`config.mk`:
```
export PLATFORM = sky130hd
export DESIGN_NAME = wb_led_pwm
export DESIGN_NICKNAME = d
export VERILOG_FILES = /design/src/rtl/wb_led_pkg.sv /design/src/rtl/wb_led_pwm_chan.sv /design/src/rtl/wb_led_pwm.sv
export SDC_FILE = /design/constraint.sdc
export NUM_CORES = 1
export LEC_CHECK = 0
export CAP_MARGIN = 30
export CORE_AREA = 10 10 179 148
export CTS_CLUSTER_SIZE = 10
export DETAILED_ROUTE_END_ITERATION = 16
export DIE_AREA = 0 0 189 158
export DONT_BUFFER_PORTS = 1
export GPL_TIMING_DRIVEN = 0
export PLACE_DENSITY = 0.72
export RECOVER_POWER = 100
export SLEW_MARGIN = 0
export SYNTH_ARGS = -nofsm -noshare
export SYNTH_HDL_FRONTEND = slang
export SYNTH_HIERARCHICAL = 1
export SYNTH_SLANG_ARGS = --single-unit
export TNS_END_PERCENT = 20
```
`constraint.sdc`:
```
create_clock -name wb_clk_i -period 4.3 [get_ports wb_clk_i]
set_input_delay 0.43 -clock wb_clk_i [delete_from_list [all_inputs] [get_ports wb_clk_i]]
set_output_delay 0.43 -clock wb_clk_i [all_outputs]
set_load 0.1 [all_outputs]
```
`src/rtl/wb_led_pkg.sv`:
```
// Shared encodings, register word indices and reset constants for the Wishbone LED PWM block.
package wb_led_pkg;

  typedef enum logic [1:0] {
    MODE_STATIC = 2'b00,
    MODE_PWM    = 2'b01,
    MODE_BLINK  = 2'b10,
    MODE_OFF    = 2'b11
  } led_mode_e;

  // Word indices (byte offset >> 2) within the 256-byte window
  localparam logic [5:0] WIDX_OUT      = 6'd0;
  localparam logic [5:0] WIDX_MODE     = 6'd1;
  localparam logic [5:0] WIDX_PRESCALE = 6'd2;
  localparam logic [5:0] WIDX_BLINK    = 6'd3;
  localparam logic [5:0] WIDX_DUTY0    = 6'd4;

  localparam logic [31:0] RST_REG   = 32'h0;
  localparam logic        RST_PHASE = 1'b0;

  function automatic logic [31:0] merge_sel(input logic [31:0] old_val,
                                            input logic [31:0] new_val,
                                            input logic [3:0]  sel);
    logic [31:0] res;
    res = old_val;
    for (int b = 0; b < 4; b++) begin
      if (sel[b]) res[8*b +: 8] = new_val[8*b +: 8];
    end
    return res;
  endfunction

endpackage

```
`src/rtl/wb_led_pwm_chan.sv`:
```
// One LED channel: shadow duty (reloaded only at PWM wrap), PWM compare and mode mux feeding a registered output.
module wb_led_pwm_chan
  import wb_led_pkg::*;
#(
  parameter int PWM_WIDTH = 8
) (
  input  logic                 clk_i,
  input  logic                 rst_i,
  input  logic                 wrap_i,
  input  logic [PWM_WIDTH-1:0] duty_i,
  input  logic [PWM_WIDTH-1:0] cnt_i,
  input  logic [1:0]           mode_i,
  input  logic                 out_i,
  input  logic                 phase_i,
  output logic                 led_o
);

  logic [PWM_WIDTH-1:0] shadow_q, shadow_d;
  logic                 led_q, led_d;

  always_comb begin
    shadow_d = wrap_i ? duty_i : shadow_q;
    led_d    = 1'b0;
    case (led_mode_e'(mode_i))
      MODE_STATIC: led_d = out_i;
      MODE_PWM:    led_d = (cnt_i < shadow_q);
      MODE_BLINK:  led_d = out_i & phase_i;
      default:     led_d = 1'b0;
    endcase
  end

  always_ff @(posedge clk_i or posedge rst_i) begin
    if (rst_i) begin
      shadow_q <= '0;
      led_q    <= 1'b0;
    end else begin
      shadow_q <= shadow_d;
      led_q    <= led_d;
    end
  end

  assign led_o = led_q;

endmodule

```
`src/rtl/wb_led_pwm.sv`:
```
// Wishbone-controlled LED driver with static, PWM, blink and off modes per channel.
// Blink support is compiled in only when WB_LED_PWM_BLINK_EN is defined; otherwise blink mode behaves as static.
module wb_led_pwm
  import wb_led_pkg::*;
#(
  parameter int          NUM_LEDS  = 8,
  parameter int          PWM_WIDTH = 8,
  parameter logic [31:0] BASE_ADDR = 32'h3000_0000
) (
  input  logic                wb_clk_i,
  input  logic                wb_rst_i,
  input  logic                wbs_stb_i,
  input  logic                wbs_cyc_i,
  input  logic                wbs_we_i,
  input  logic [3:0]          wbs_sel_i,
  input  logic [31:0]         wbs_adr_i,
  input  logic [31:0]         wbs_dat_i,
  output logic                wbs_ack_o,
  output logic [31:0]         wbs_dat_o,
  output logic [NUM_LEDS-1:0] leds_o
);

  logic                  ack_q, ack_d;
  logic [31:0]           dat_q, dat_d;
  logic                  abandon_q, abandon_d;
  logic [NUM_LEDS-1:0]   out_q, out_d;
  logic [2*NUM_LEDS-1:0] mode_q, mode_d;
  logic [15:0]           prescale_q, prescale_d;
  logic [PWM_WIDTH-1:0]  duty_q [NUM_LEDS];
  logic [PWM_WIDTH-1:0]  duty_d [NUM_LEDS];
  logic [15:0]           presc_cnt_q, presc_cnt_d;
  logic [PWM_WIDTH-1:0]  pwm_cnt_q, pwm_cnt_d;
  logic                  req, wr, tick, wrap, phase;
  logic [5:0]            widx;
  logic [31:0]           rdata, blink_rd;
  logic                  unused_adr;

  assign unused_adr = ^wbs_adr_i[1:0];

  // A cycle already open when reset hit is ignored until the master drops cyc
  always_comb begin
    req  = wbs_stb_i & wbs_cyc_i & ~ack_q & ~abandon_q &
           (wbs_adr_i[31:8] == BASE_ADDR[31:8]);
    wr   = req & wbs_we_i;
    widx = wbs_adr_i[7:2];
  end

  always_comb begin
    rdata = '0;
    case (widx)
      WIDX_OUT:      rdata = 32'(out_q);
      WIDX_MODE:     rdata = 32'(mode_q);
      WIDX_PRESCALE: rdata = 32'(prescale_q);
      WIDX_BLINK:    rdata = blink_rd;
      default: begin
        for (int i = 0; i < NUM_LEDS; i++) begin
          if (widx == 6'(WIDX_DUTY0 + i)) rdata = 32'(duty_q[i]);
        end
      end
    endcase
    ack_d     = req;
    dat_d     = (req && !wbs_we_i) ? rdata : '0;
    abandon_d = abandon_q & wbs_cyc_i;
  end

  always_comb begin
    out_d      = out_q;
    mode_d     = mode_q;
    prescale_d = prescale_q;
    duty_d     = duty_q;
    if (wr) begin
      if (widx == WIDX_OUT)
        out_d = NUM_LEDS'(merge_sel(32'(out_q), wbs_dat_i, wbs_sel_i));
      if (widx == WIDX_MODE)
        mode_d = (2*NUM_LEDS)'(merge_sel(32'(mode_q), wbs_dat_i, wbs_sel_i));
      if (widx == WIDX_PRESCALE)
        prescale_d = 16'(merge_sel(32'(prescale_q), wbs_dat_i, wbs_sel_i));
      for (int i = 0; i < NUM_LEDS; i++) begin
        if (widx == 6'(WIDX_DUTY0 + i))
          duty_d[i] = PWM_WIDTH'(merge_sel(32'(duty_q[i]), wbs_dat_i, wbs_sel_i));
      end
    end
  end

  always_comb begin
    tick        = (presc_cnt_q == prescale_q);
    wrap        = tick && (pwm_cnt_q == {PWM_WIDTH{1'b1}});
    presc_cnt_d = tick ? '0 : presc_cnt_q + 16'd1;
    if (wr && widx == WIDX_PRESCALE) presc_cnt_d = '0;
    pwm_cnt_d   = tick ? pwm_cnt_q + PWM_WIDTH'(1) : pwm_cnt_q;
  end

  always_ff @(posedge wb_clk_i or posedge wb_rst_i) begin
    if (wb_rst_i) begin
      ack_q       <= 1'b0;
      dat_q       <= RST_REG;
      abandon_q   <= 1'b1;
      out_q       <= '0;
      mode_q      <= '0;
      prescale_q  <= '0;
      duty_q      <= '{default: '0};
      presc_cnt_q <= '0;
      pwm_cnt_q   <= '0;
    end else begin
      ack_q       <= ack_d;
      dat_q       <= dat_d;
      abandon_q   <= abandon_d;
      out_q       <= out_d;
      mode_q      <= mode_d;
      prescale_q  <= prescale_d;
      duty_q      <= duty_d;
      presc_cnt_q <= presc_cnt_d;
      pwm_cnt_q   <= pwm_cnt_d;
    end
  end

`ifdef WB_LED_PWM_BLINK_EN
  logic [7:0] blink_half_q, blink_half_d;
  logic [7:0] blink_cnt_q, blink_cnt_d;
  logic       blink_phase_q, blink_phase_d;

  always_comb begin
    blink_half_d  = blink_half_q;
    blink_cnt_d   = blink_cnt_q;
    blink_phase_d = blink_phase_q;
    if (wr && widx == WIDX_BLINK)
      blink_half_d = 8'(merge_sel(32'(blink_half_q), wbs_dat_i, wbs_sel_i));
    if (tick) begin
      if (blink_cnt_q == blink_half_q) begin
        blink_cnt_d   = '0;
        blink_phase_d = ~blink_phase_q;
      end else begin
        blink_cnt_d = blink_cnt_q + 8'd1;
      end
    end
  end

  always_ff @(posedge wb_clk_i or posedge wb_rst_i) begin
    if (wb_rst_i) begin
      blink_half_q  <= '0;
      blink_cnt_q   <= '0;
      blink_phase_q <= RST_PHASE;
    end else begin
      blink_half_q  <= blink_half_d;
      blink_cnt_q   <= blink_cnt_d;
      blink_phase_q <= blink_phase_d;
    end
  end

  assign phase    = blink_phase_q;
  assign blink_rd = 32'(blink_half_q);
`else
  // Phase held high so blink mode collapses to the static OUT value
  assign phase    = 1'b1;
  assign blink_rd = '0;
`endif

  for (genvar i = 0; i < NUM_LEDS; i++) begin : g_chan
    wb_led_pwm_chan #(.PWM_WIDTH(PWM_WIDTH)) u_chan (
      .clk_i  (wb_clk_i),
      .rst_i  (wb_rst_i),
      .wrap_i (wrap),
      .duty_i (duty_q[i]),
      .cnt_i  (pwm_cnt_q),
      .mode_i (mode_q[2*i +: 2]),
      .out_i  (out_q[i]),
      .phase_i(phase),
      .led_o  (leds_o[i])
    );
  end

  assign wbs_ack_o = ack_q;
  assign wbs_dat_o = dat_q;

endmodule

```
== After elaboration in Yosys (flattened, before gate mapping) ==
Index checks and enable logic that the tools add are counted.

* Flip-flop bits (word level): 234
* Word-level logic and storage cells: 136
* Input bits: 73
* Output and inout port bits: 41

* Muxes and demuxes: 20
* Reductions and logical operators: 34
* Magnitude comparators: 8
* Bitwise gates (word level): 8
* Add/sub/neg operators: 2
* Equal/unequal tests: 30

{| class="wikitable"
|+ Operators by type and width
! operator !! count
|-
| $mux 32 || 8
|-
| $pmux 32 s4 || 1
|-
| $lt 8x8->1 || 8
|-
| $reduce_and 3->1 || 13
|-
| $mux 16 || 2
|-
| $eq 24x22->1 const B || 1
|-
| $eq 6x3->1 const B || 4
|-
| $eq 6x4->1 const B || 4
|-
| $add 16x1->16 const B || 1
|-
| $eq 16x16->1 || 1
|-
| $eq 2x1->1 const B || 8
|-
| $eq 2x2->1 const B || 8
|-
| $logic_not 2->1 || 8
|-
| $pmux 1 s2 || 8
|-
| $reduce_or 2->1 || 8
|-
| $eq 6x2->1 const B || 2
|-
| $add 8x1->8 const B || 1
|-
| $eq 8x8->1 const B || 1
|-
| $mux 8 || 1
|-
| $and 1x1->1 || 6
|-
| $eq 6x1->1 const B || 1
|-
| $logic_not 6->1 || 1
|-
| $logic_and 1x1->1 || 3
|-
| $not 1->1 || 2
|-
| $logic_not 1->1 || 1
|}

== Logic depth before layout (Yosys ltp) ==
* Word-level depth: 11
* Depth in mapped cells: 8

== By module ==
The synthesis kept the hierarchy.

{| class="wikitable"
|+ Modules (own cells, without submodules)
! module !! sequential area each (um2) !! times used !! cells each !! area an instance (um2)
|-
| wb_led_pwm || 3654.8 || 1 || 554 || 6960.4
|-
| wb_led_pwm_chan || 225.2 || 8 || 53 || 540.5
|}

== Worst setup path before layout ==
No wires, ideal clock.

* Path kind: flip-flop to flip-flop
* Start point: register presc_cnt_q[11]
* End point: register g_chan[0].u_chan.shadow_q[5]
* Cell stages (with the launch flop): 8
* Clock period less this slack: 3.388 ns
* Setup slack: 0.912 ns
* Buffers on the path: 1
* Data arrival time: 3.253 ns
* Setup time: 0.136 ns
* Cells stage by stage: dfrtp_1 > xnor2_1 > nand4_1 > nor4_2 > nand2_1 > nor2_1 > clkbuf_1 > o21ai_0

* Word-level cells in the longest chain between the ends: 2

{| class="wikitable"
|+ Ends and longest elaborated chain
! item !! line !! RTL
|-
| start: declaration || wb_led_pwm.sv:31 || <nowiki>logic [15:0] presc_cnt_q, presc_cnt_d;</nowiki>
|-
| start signal: assignment || wb_led_pwm.sv:112 || <nowiki>presc_cnt_q <= presc_cnt_d;</nowiki>
|-
| $eq 16x16->1 || wb_led_pwm.sv:86 || <nowiki>tick = (presc_cnt_q == prescale_q);</nowiki>
|-
| $logic_and 1x1->1 || wb_led_pwm.sv:87 || <nowiki>wrap = tick && (pwm_cnt_q == {PWM_WIDTH{1'b1}});</nowiki>
|-
| named net wrap || wb_led_pwm.sv:33 || <nowiki>logic req, wr, tick, wrap, phase;</nowiki>
|-
| end signal: assignment || wb_led_pwm_chan.sv:37 || <nowiki>shadow_q <= shadow_d;</nowiki>
|-
| end: declaration || wb_led_pwm_chan.sv:18 || <nowiki>logic [PWM_WIDTH-1:0] shadow_q, shadow_d;</nowiki>
|}

The timed path passes the listed nets, and every way through them passes these cells.
A chain may end at the register's enable or synchronous reset.

== Worst setup path after layout ==
* Start point: register ack_q, in the netlist wbs_ack_o
* End point: register mode_q[1]

* Word-level cells in the longest chain between the ends: 6

{| class="wikitable"
|+ Ends and longest elaborated chain
! item !! line !! RTL
|-
| start: declaration || wb_led_pwm.sv:23 || <nowiki>logic ack_q, ack_d;</nowiki>
|-
| start signal: assignment || wb_led_pwm.sv:105 || <nowiki>ack_q <= ack_d;</nowiki>
|-
| $not 1->1 || wb_led_pwm.sv:42 || <nowiki>req = wbs_stb_i & wbs_cyc_i & ~ack_q & ~abandon_q &</nowiki>
|-
| $and 1x1->1 (3 in a row) || wb_led_pwm.sv:42 ||
|-
| $and 1x1->1 || wb_led_pwm.sv:44 || <nowiki>wr = req & wbs_we_i;</nowiki>
|-
| $reduce_and 3->1 (no source line) || n/a ||
|-
| end signal: assignment || wb_led_pwm.sv:109 || <nowiki>mode_q <= mode_d;</nowiki>
|-
| end: declaration || wb_led_pwm.sv:27 || <nowiki>logic [2*NUM_LEDS-1:0] mode_q, mode_d;</nowiki>
|}

No other way between the ends.

==> impl_metrics.yaml <==
critical_path:
  startpoint: "wbs_ack_o"
  endpoint_kind: "flop"
  critPathKind: "reg2reg"
  reg2reg_to: "mode_q[1]"
  cp-start-kind: "flop"
  worst_ep_arrival_time_ps: 3960
  reg2reg_depth: 6
  cp_max_fo: 8
  regToRegStartpoint: "wbs_ack_o"
  r2r_slack_ps: 730
  cp.required_ps: 4690
floorplanning:
  io_pins: 114
  core_um2: 23000
  die_h_um: 158
  start_util_pct: 49.1
  row_count: 50
  die_w_um: 189
  die_area_um2: 29900
global_routing:
  grt_pass1_wl_um: 46400
  grt.total_usage_pct: 20.1
  grt_pass1_vias: 7843
  antenna_found_initial: 1
  grt_overflow: 0
  grt_max_degree: 39
synth:
  syn_area_per_cell_um2: 11.5
  synth_edf_count: 0
  yosysWarnings: 6
  syn_area_um2: 11300
  async_reset_ff_share_pct: 100
  synth_cell_types: 58
  ys_seq_area_share_pct: 48.4
  netlist_instances: 978
  ys_seq_elements: 218
  synthFlopType: "dfrtp_1"
sta:
  fin_crit_sh_pct: 83.1
  worst_slack_ps: 726
  max_freq_mhz: 280
  fin_crit_ps: 3570
  slew_headroom_pct: -26.7
  clock_skew_ps: 12.8
  setup_viol: 0
  rsz0062_at_grt: "no"
  slew_violations: 34
  hold_viol_final: 0
  worst_slew_pin_slew_ps: 1890
detailed_routing:
  dr.pass1.iters: 5
  wl_per_cell_um: 22.2
  routed_wl_um: 30100
  ant_nets: 0
  viasPerCell: 5.72
  route.detailed.drc: 0
  first_iter_violations: 814
  vias: 7741
clock_tree:
  cts_resized: 0
  cts.htree.levels: 1
  cts_tree: "done"
  hold_buffers: 1
  clockBufferDepth: 3
  worstSkewPairLatency_ps: 520
  numClockSinks: 218
  path_clk_slew_ps: 50
  numCtsBuffers: 25
  postCtsSetupBuffers: 0
  clock-root-buffer: "clkbuf_16"
pwr:
  net-switching-power_mw: 0.948
  vdd_drop_max_mv: 0.330
  sw_frac_of_total_pct: 23.1
  clockPowerShare_pct: 45.0
  power_frac_seq_pct: 50.2
  power.leakage_nw: 5.58
  powerDensity_nw_per_um2: 330
  internal-power_mw: 3.15
  pwr-share-comb_pct: 4.9
worst_hold_path:
  min_from: "wbs_cyc_i"
  hold_class: "in2reg"
  whs_path_depth: 1
  hold_end: "abandon_q"
place:
  dpl_cell_area_um2: 11900
  hpwl_um: 22000
  place_ws_ps: 1250
  gp_congestion: 0.949
  placement.io_buffers: 0
  dp.cells: 1317
run:
  drv_cap: 4
layout:
  utilization_pct: 54.1
  finalInstanceArea_um2: 12400
  areaGrowthSynthToFinish_pct: 10.1
  nNetsFinal: 1164
  diodes: 0
  final_cells: 1354
  drive_gt1_share_pct: 18.6
  fillers: 1971
run_status:
  violations: "max-capacitance violations, max-slew violations"
  status: "complete, but fails checks"
[metrics by stage]
stage / power (mW) / TNS [ps] / hold slack [ps]
4_1_cts: 4.13 / 0 / 23.0
3_3_place_gp: 2.28 / -52700 / 301
3_5_place_dp: 2.29 / 0 / 304
5_1_grt: 4.22 / 0 / 21.9
6_report: 4.09 / 0 / 34.6
2_1_floorplan: 2.24 / 0 / 258
[registers in the layout, summed over array words and instances, names as in the netlist]
signal	cells
duty_q	64
out_q	8
g_chan.u_chan/shadow_q	64
abandon_q	1
presc_cnt_q	16
pwm_cnt_q	8
prescale_q	16
wbs_dat_o	16
wbs_ack_o	1
mode_q	16
g_chan.u_chan/led_o	8
[layout by cell type, fill, tap and decap left out, types with 24 or more instances in the layout]
cell,netlist,final
clkbuf_16,0,25
o21ai_0,67,75
clkbuf_1,26,41
dfrtp_1,217,217
nand2_1,83,83
mux2_2,110,110
inv_1,71,70
conb_1,2,24
ha_1,58,58
xnor2_1,33,33
nor2_1,44,43
[layout make-up]
type | count | area (µm²) | area share, %
multi-input cells | 655 | 5250 | 42.3
inverters | 72 | 273 | 2.20
well taps | 312 | 390 | 3.14
plain buffers | 55 | 283 | 2.28
clock buffers | 36 | 667 | 5.37
flip-flops and latches | 218 | 5460 | 43.9
repair buffers | 6 | 97.6 | 0.786
[worst max path at each step]
stage                                         to  slack [ps]
global placement    g_chan[7].u_chan/shadow_q[5]        -890
global route                          duty_q[62]         530
finish                                 mode_q[1]         730
CTS                                 wbs_dat_o[3]        1220
detailed placement                  wbs_dat_o[3]        1250
floorplan           g_chan[0].u_chan/shadow_q[5]         910
[power groups by stage]
stage / clock [mW] / combinational [mW] / sequential, mW
floorplan: 0 / 0.154 / 2.09
global route: 1.95 / 0.214 / 2.05
detailed placement: 0 / 0.197 / 2.09
global placement: 0 / 0.187 / 2.09
CTS: 1.87 / 0.201 / 2.05
finish: 1.84 / 0.199 / 2.05
[per-layer routing]
metal	GRT usage [%]	wire (µm)	vias to the layer above
li1	-	-	3543
met2	29.1	12600	275
met3	6.64	2910	44
met4	4.45	586	2
met5	0	12	-
met1	28.5	13900	3877
[synth_stat cells (4+ instances only)]
cell type	instances	area [µm²]
a2111oi_4	8	220
a21o_1	8	60.1
a21oi_1	4	20.0
a22oi_1	8	60.1
a311oi_1	6	52.6
and2_1	4	25.0
and2b_1	8	60.1
and3_1	14	87.6
buf_2	8	40.0
buf_4	19	143
clkbuf_1	26	97.6
dfrtp_1	217	5430
ha_1	58	726
inv_1	71	267
mux2_1	9	101
mux2_2	110	1240
mux2i_1	17	170
mux4_2	7	158
nand2_1	83	312
nand2b_1	10	62.6
nand2b_4	8	110
nand3_1	12	60.1
nand4_1	8	50.1
nand4_2	4	50.1
nor2_1	44	165
nor2b_1	4	25.0
nor3_4	4	65.1
nor4_1	6	37.5
o2111ai_1	9	78.8
o211ai_1	6	45.0
o21a_1	8	60.1
o21ai_0	67	335
o21ai_1	8	40.0
o221ai_1	8	70.1
o22ai_1	5	31.3
o2bb2ai_1	8	70.1
o311a_1	8	80.1
xnor2_1	33	289
xor2_1	4	35.0
[critical path, stage by stage, from the launching register on]
cell	delay (ps)
dfrtp_1	740
nor4bb_1	390
nand4_1	140
or3_1	400
buf_6	150
nor3_1	1160
mux2_2	440
[cells by family after synthesis]
group / after synthesis / share of synthesized area [%]
AOI/OAI and AO/OA: 168 / 11.4
xor gates and xnor gates: 37 / 2.87
adders and majority gates: 58 / 6.43
buffers and inverters: 127 / 5.02
DFF: 218 / 48.4
muxes: 143 / 14.8
other: 2 / 0.0666
and+or+nand+nor: 225 / 11.1
Power figures use the tool's default switching activity.
